--- src/rtl/gb_timer.sv ---
// rtl/gb_timer.sv - DMG DIV/TIMA/TMA/TAC timer at FF04-FF07
// Falling-edge tick detector reproduces the DIV/TAC write glitches; overflow reload is delayed one M-cycle.
module gb_timer #(
  parameter logic [15:0] CNT_INIT     = 16'h0000,
  parameter int          RELOAD_DELAY = 4
) (
  input  logic        clk,
  input  logic        rst,
  input  logic [15:0] ADDR,
  input  logic        WR,
  input  logic        RD,
  input  logic [7:0]  MMIO_DATA_out,
  output logic [7:0]  MMIO_DATA_in,
  output logic        IRQ_TIMER
);

  localparam logic [1:0] DLY_INIT = 2'(RELOAD_DELAY - 1);

  logic [15:0] cnt, cnt_next;
  logic [7:0]  tima, tma, tma_next;
  logic [2:0]  tac, tac_next;
  logic        prev_sel, sel, sel_bit, tick;
  logic        pending, reload;
  logic [1:0]  dly;
  logic        wr_div, wr_tima, wr_tma, wr_tac;
  logic        unused_rd;

  assign unused_rd = RD;

  assign wr_div  = WR && (ADDR == 16'hFF04);
  assign wr_tima = WR && (ADDR == 16'hFF05);
  assign wr_tma  = WR && (ADDR == 16'hFF06);
  assign wr_tac  = WR && (ADDR == 16'hFF07);

  // Edge detection works on post-write values so DIV/TAC writes can produce a falling edge.
  always_comb begin
    cnt_next = wr_div ? 16'h0000 : cnt + 16'd1;
    tac_next = wr_tac ? MMIO_DATA_out[2:0] : tac;
    tma_next = wr_tma ? MMIO_DATA_out : tma;
    sel_bit  = 1'b0;
    case (tac_next[1:0])
      2'b00: sel_bit = cnt_next[9];
      2'b01: sel_bit = cnt_next[3];
      2'b10: sel_bit = cnt_next[5];
      2'b11: sel_bit = cnt_next[7];
      default: sel_bit = 1'b0;
    endcase
    sel    = tac_next[2] & sel_bit;
    tick   = prev_sel & ~sel;
    reload = pending && (dly == 2'd0);
  end

  always_ff @(posedge clk) begin
    if (rst) begin
      cnt       <= CNT_INIT;
      tima      <= 8'h00;
      tma       <= 8'h00;
      tac       <= 3'b000;
      prev_sel  <= 1'b0;
      pending   <= 1'b0;
      dly       <= 2'd0;
      IRQ_TIMER <= 1'b0;
    end else begin
      cnt       <= cnt_next;
      tac       <= tac_next;
      tma       <= tma_next;
      prev_sel  <= sel;
      IRQ_TIMER <= reload;
      if (pending && (dly != 2'd0))
        dly <= dly - 2'd1;
      // Reload beats a same-edge TIMA write; a write earlier in the window cancels the reload.
      if (reload) begin
        tima    <= tma_next;
        pending <= 1'b0;
      end else if (wr_tima) begin
        tima    <= MMIO_DATA_out;
        pending <= 1'b0;
      end else if (tick) begin
        if (tima == 8'hFF) begin
          tima    <= 8'h00;
          pending <= 1'b1;
          dly     <= DLY_INIT;
        end else begin
          tima <= tima + 8'd1;
        end
      end
    end
  end

  always_comb begin
    MMIO_DATA_in = 8'hFF;
    case (ADDR)
      16'hFF04: MMIO_DATA_in = cnt[15:8];
      16'hFF05: MMIO_DATA_in = tima;
      16'hFF06: MMIO_DATA_in = tma;
      16'hFF07: MMIO_DATA_in = {5'b11111, tac};
      default:  MMIO_DATA_in = 8'hFF;
    endcase
  end

endmodule

--- config.mk ---
export PLATFORM = sky130hd
export DESIGN_NAME = gb_timer
export DESIGN_NICKNAME = d
export VERILOG_FILES = /design/src/rtl/gb_timer.sv
export SDC_FILE = /design/constraint.sdc
export NUM_CORES = 1
export LEC_CHECK = 0
export ABC_AREA = 0
export CAP_MARGIN = 30
export CORE_MARGIN = 3
export CORE_UTILIZATION = 45
export CTS_BUF_LIST = sky130_fd_sc_hd__clkbuf_8
export CTS_CLUSTER_SIZE = 20
export DETAILED_ROUTE_END_ITERATION = 10
export GPL_TIMING_DRIVEN = 0
export PLACE_DENSITY = 0.69
export SYNTH_ARGS = -nofsm -noshare
export SYNTH_HDL_FRONTEND = slang
export SYNTH_SLANG_ARGS = --single-unit
--- constraint.sdc ---
create_clock -name clk -period 6.9 [get_ports clk]
set_input_delay 1.38 -clock clk [delete_from_list [all_inputs] [get_ports clk]]
set_output_delay 1.38 -clock clk [all_outputs]
set_load 0.05 [all_outputs]
* Word-level counts from Yosys, hierarchy flattened *
Index checks and enable logic that the tools add are counted.

word-level totals
  input port bits = 28
  logic and storage cells = 50
  flip-flop bits (word level) = 40
  output and inout port bits = 9

operators by class
  mux-type cells = 14
  reductions and logical operators = 13
  eq/ne operators = 8
  bitwise logic cells = 3
  add/sub/neg operators = 3

operators with widths
  operator                                           number
  == test 16 bit (second input constant)             4
  two-way mux 8 bit                                  5
  one-hot mux 8 bit (4 select lines)                 1
  adder 16 x 1 -> 16 bit (second input constant)     1
  two-way mux 10 bit                                 1
  two-way mux 2 bit                                  5
  adder 8 x 1 -> 8 bit (second input constant)       1
  == test 8 bit (second input constant)              1
  logical AND 1 bit                                  6
  == test 2 bit (second input constant)              2
  zero test 2 bit                                    2
  one-hot mux 1 bit (4 select lines)                 1
  two-way mux 3 bit                                  1
  nonzero test 3 bit                                 1
  OR reduction 3 bit                                 1
  bitwise AND 1 bit                                  2
  == test 2 x 1 -> 1 bit (second input constant)     1
  AND reduction 2 bit                                1
  nonzero test 2 bit                                 1
  OR reduction 2 bit                                 1
  subtractor 2 x 1 -> 2 bit (second input constant)  1
  NOT 1 bit                                          1

* Longest topological paths before layout *
  depth in word-level cells = 11
  gate-level depth with buffers = 11
  gate-level depth less buffers = 9

* Worst setup path before layout *
OpenSTA, ideal clock, no wires.

  kind = input-to-output
  start point = input port ADDR[1]
  end point = output port MMIO_DATA_in[1]
  cell stages on the path = 4
  slack = 2,677 ps
  data required time = 5,520 ps
  arrival time = 2,843 ps
  buffers on the path = 2
  cell sequence = clkbuf_1 > clkbuf_1 > mux4_2 > nand2b_1

on the way
  cells in the longest elaborated chain, start to end = 2
  elaborated cells on any way between the ends = 5
  classes of those cells = eq/ne: 4; mux: 1

ends and longest elaborated chain
  element                                 RTL line  source
  from (decl)                             9         input logic [15:0] ADDR,
  == test 16 bit                          92        case (ADDR)
  one-hot mux 8 bit (4 select lines) (*)  92
  to (decl)                               13        output logic [7:0] MMIO_DATA_in,

Every way passes the cells marked *; elsewhere a longest branch is shown, timed or not.

* Final worst setup path *
  start point = input port ADDR[2]
  end point = output port MMIO_DATA_in[1]

The elaborated chain is that of the path after synthesis.

==> results by group <==
Final layout
  • Post-route cell area: 2820 um^2
  • Non-Filler Instances: 385
  • Layout overhead on the synthesized area: 23.1%
  • Antenna cells: 0
  • Layout cells sized above 1: 7.55%
  • Post-layout nets: 348

Critical path
  • CP most frequent cell: clkdlybuf4s50_1
  • Crit path DAT: 3.71 ns
  • Worst setup path class: in2out
  • Critical path's slowest cell: clkdlybuf4s50_1
  • Worst reg2reg endpoint: tima[7]
  • Reg2reg path depth: 10
  • WP data required: 5.52 ns
  • CP max FO: 10
  • Worst R2R Setup Slack: around 4.5 ns
  • Max stage delay on crit path: around 0.73 ns
  • Worst reg2reg path startpoint: cnt[2]
  • Worst setup SP type: primary input
  • Worst-path cell chain: clkdlybuf4s50_1, nor3b_1, and4_1, clkbuf_1, nand2b_1, clkdlybuf4s50_1
  • Endpoint class of the critical path: output port

STA
  • Fin Clk Skew: 0.00343 ns
  • Final Setup Violations: 0
  • Setup ws final: 1.81 ns
  • Slew Limit Fails: 0
  • Final Hold Viols: 0
  • Worst-margin pin slew: around 0.6 ns
  • Fmax: between 150 and 200 MHz
  • Final TNS setup: 0 ns
  • Final Critical Period: 5.09 ns
  • Unrepaired setup endpoints after global routing: no
  • Final Cycle Share: 73.8%
  • Relative slew slack: 60.3%

Min path
  • Worst min path class: reg2reg
  • Hold Startpoint: tma[1]
  • Hold Crit Depth: 2
  • Worst Hold End: tma[1]

Detailed routing
  • Via total after detailed routing: 2160
  • Post-route DRC violation count: 0
  • WL per Instance: about 16 um
  • Drt initial violations: 143
  • DRT Wirelength: roughly 6100 um
  • Via density: 5.61
  • DR pass1 iterations: 4
  • Post-route ant nets: 0

Synth
  • EDFF count, synth: 0
  • Proportion of netlist area held by the largest area contributor: a little over a third
  • Cell accounting for the most synthesized area: dfxtp_1
  • Adder-cell area share of the yosys netlist: between 1.5 and 2%
  • Seq/Total Area, Yosys: around a third
  • Most numerous cell in the Yosys netlist: dfxtp_1
  • Most common library cells after synthesis: dfxtp_1 (40), nand2_1 (34), nor2_1 (31)
  • Synth Area in XOR/XNOR: 6.50%
  • Simple-gate area share of the yosys netlist: a little over a quarter
  • Mux cell area share after synthesis: ~7.6%
  • Ys async rst share: 0%
  • Syn_area_per_cell: approximately 8.3 um^2
  • Synthesized area: 2290 um^2
  • Synthesized instance count: 277
  • Synth unique cells: 52
  • Net Count, Synth: 308
  • Top post-synthesis cells by area: dfxtp_1 (35%), nand2_1 (5.6%), nor2_1 (5.1%), xor2_1 (4.2%), a21oi_1 (3.3%)
  • Largest family of logic cells by synthesized area: simple AND/OR/NAND/NOR gates
  • Ys Warns: 0
  • Compound-Gate Fraction of Synth Area: 17.3%
  • Synth Register Bits: 40
  • Synth Flop Type: dfxtp_1

Floorplanning
  • Row Count: 25
  • Die area: around 6000 um^2
  • Die X: 77.4 um
  • Core area: 4820 um^2
  • Starting Density: 47.6%
  • Die Span Y: 77.4 um
  • IO Pins: 37

Power
  • PD cells: 167 nW/um^2
  • Max IR drop VDD: 125 uV
  • Pleak: 1.01 nW

Clocking
  • H-tree Lvls: 2
  • Clk Latency, worst-skew pair: 0.30 ns
  • Postcts setup bufs: 0
  • Sink Count: 40
  • Clock tree buffer depth: 2
  • CTS Buf Count: 5
  • Root Driver: clkbuf_8
  • CTS tree: yes
  • Post-CTS Hold Fix Bufs: 0
  • Cts repair resizes: 0
  • Clock Pin Slew Worst Setup and Hold Paths: ~0.080 ns

Placement
  • Placed Cells: 377
  • Place WS: between 1.5 and 2 ns
  • PortBufs: 33
  • HPWL Detailed: 4610 um
  • Placed cell areas: 2710 um^2
  • Routability Congestion: 0.877

Global route
  • Gr usage total: 21.5%
  • Remaining Overflow, GRT: 0
  • First-pass GRT wire length: 10300 um
  • Vias in the first global route: 2105
  • Pin count of the biggest net entering global routing: 15
  • Initial antenna violation count: 0

Status
  • Status: complete, no violations

Job
  • Max-Cap Viols: 0
worst max-delay path, delay by kind of cell:
family | cells | cell delay (ns)
buf+inv | 3 | 1.60
simple gates | 3 | 0.72
report_power, final:
part | internal, mW | switching, mW
clock | 0.109 | 0.0907
sequential | 0.232 | 0.00191
combinational | 0.0191 | 0.0176
total | 0.360 | 0.110
metrics by stage:
step                utilization [%]  hold slack, ns  power (mW)
floorplan                         -           0.441       0.255
global placement               56.2           0.455       0.276
detailed placement             56.2           0.465       0.276
CTS                            58.6           0.477       0.473
global route                   58.6           0.490       0.483
finish                         58.6           0.478       0.470
metal layers:
metal	vias up	part of all wire (%)	GRT usage [%]	routed length (um)
li1	1089	-	-	-
met1	1002	48	29.5	2980
met2	59	45	34.5	2770
met3	10	5.0	3.60	305
met4	0	1.6	6.76	97
met5	-	0	0	0
worst max-delay path by stage:
stage               startpoint               to  slack, ns  cells past startpoint
floorplan              ADDR[1]  MMIO_DATA_in[1]       2.68                      4
global placement       ADDR[0]  MMIO_DATA_in[7]       1.82                      6
detailed placement     ADDR[0]  MMIO_DATA_in[7]       1.82                      6
CTS                    ADDR[0]  MMIO_DATA_in[7]       1.82                      6
global route           ADDR[2]  MMIO_DATA_in[2]       1.70                      6
finish                 ADDR[2]  MMIO_DATA_in[1]       1.81                      6
kinds of logic after synthesis:
family                     Yosys count
adders and majority gates            3
buffers and inverters               25
and+or+nand+nor                    123
DFF                                 40
AOI/OAI and AO/OA                   56
xor gates and xnor gates            17
muxes                               13
state kept, by name (all words and copies together), names as in the netlist:
register   flops
tac            3
tima           8
pending        1
dly            2
cnt           16
IRQ_TIMER      1
prev_sel       1
tma            8
placed cells by master (no fill, tap or decap), types with 2 or more instances in the layout:
cell type         n
o2bb2ai_1         2
buf_6             3
nand3_1          12
clkbuf_1          8
a221oi_1          3
xor2_1           11
o21ai_1           4
and2_1            3
mux2i_1           5
nand4_1           8
nor3_1            7
mux2_2            5
a31oi_1           3
o22ai_1           7
a21oi_1          15
and3_1            3
nor2b_1           2
and4_1            6
inv_1            12
clkbuf_8          5
nor2_1           31
nand2b_1          6
o311a_1           2
o221ai_1          3
mux4_2            3
o32ai_1           2
dfxtp_1          40
clkdlybuf4s50_1  33
ha_1              3
o21a_1            3
nor3b_1           3
xnor2_1           6
or4_1             2
nand2_1          34
final cells by class:
type,instances,area (um^2)
Clock buffer,5,68.8
Timing Repair Buffer,33,330
Buffer,12,68.8
Clock inverter,3,46.3
Multi-Input combinational cell,212,1370
Tap cell,67,83.8
Sequential cell,40,801
Inverter,13,48.8
Fill cell,473,2000
Power figures use the tool's default switching activity.
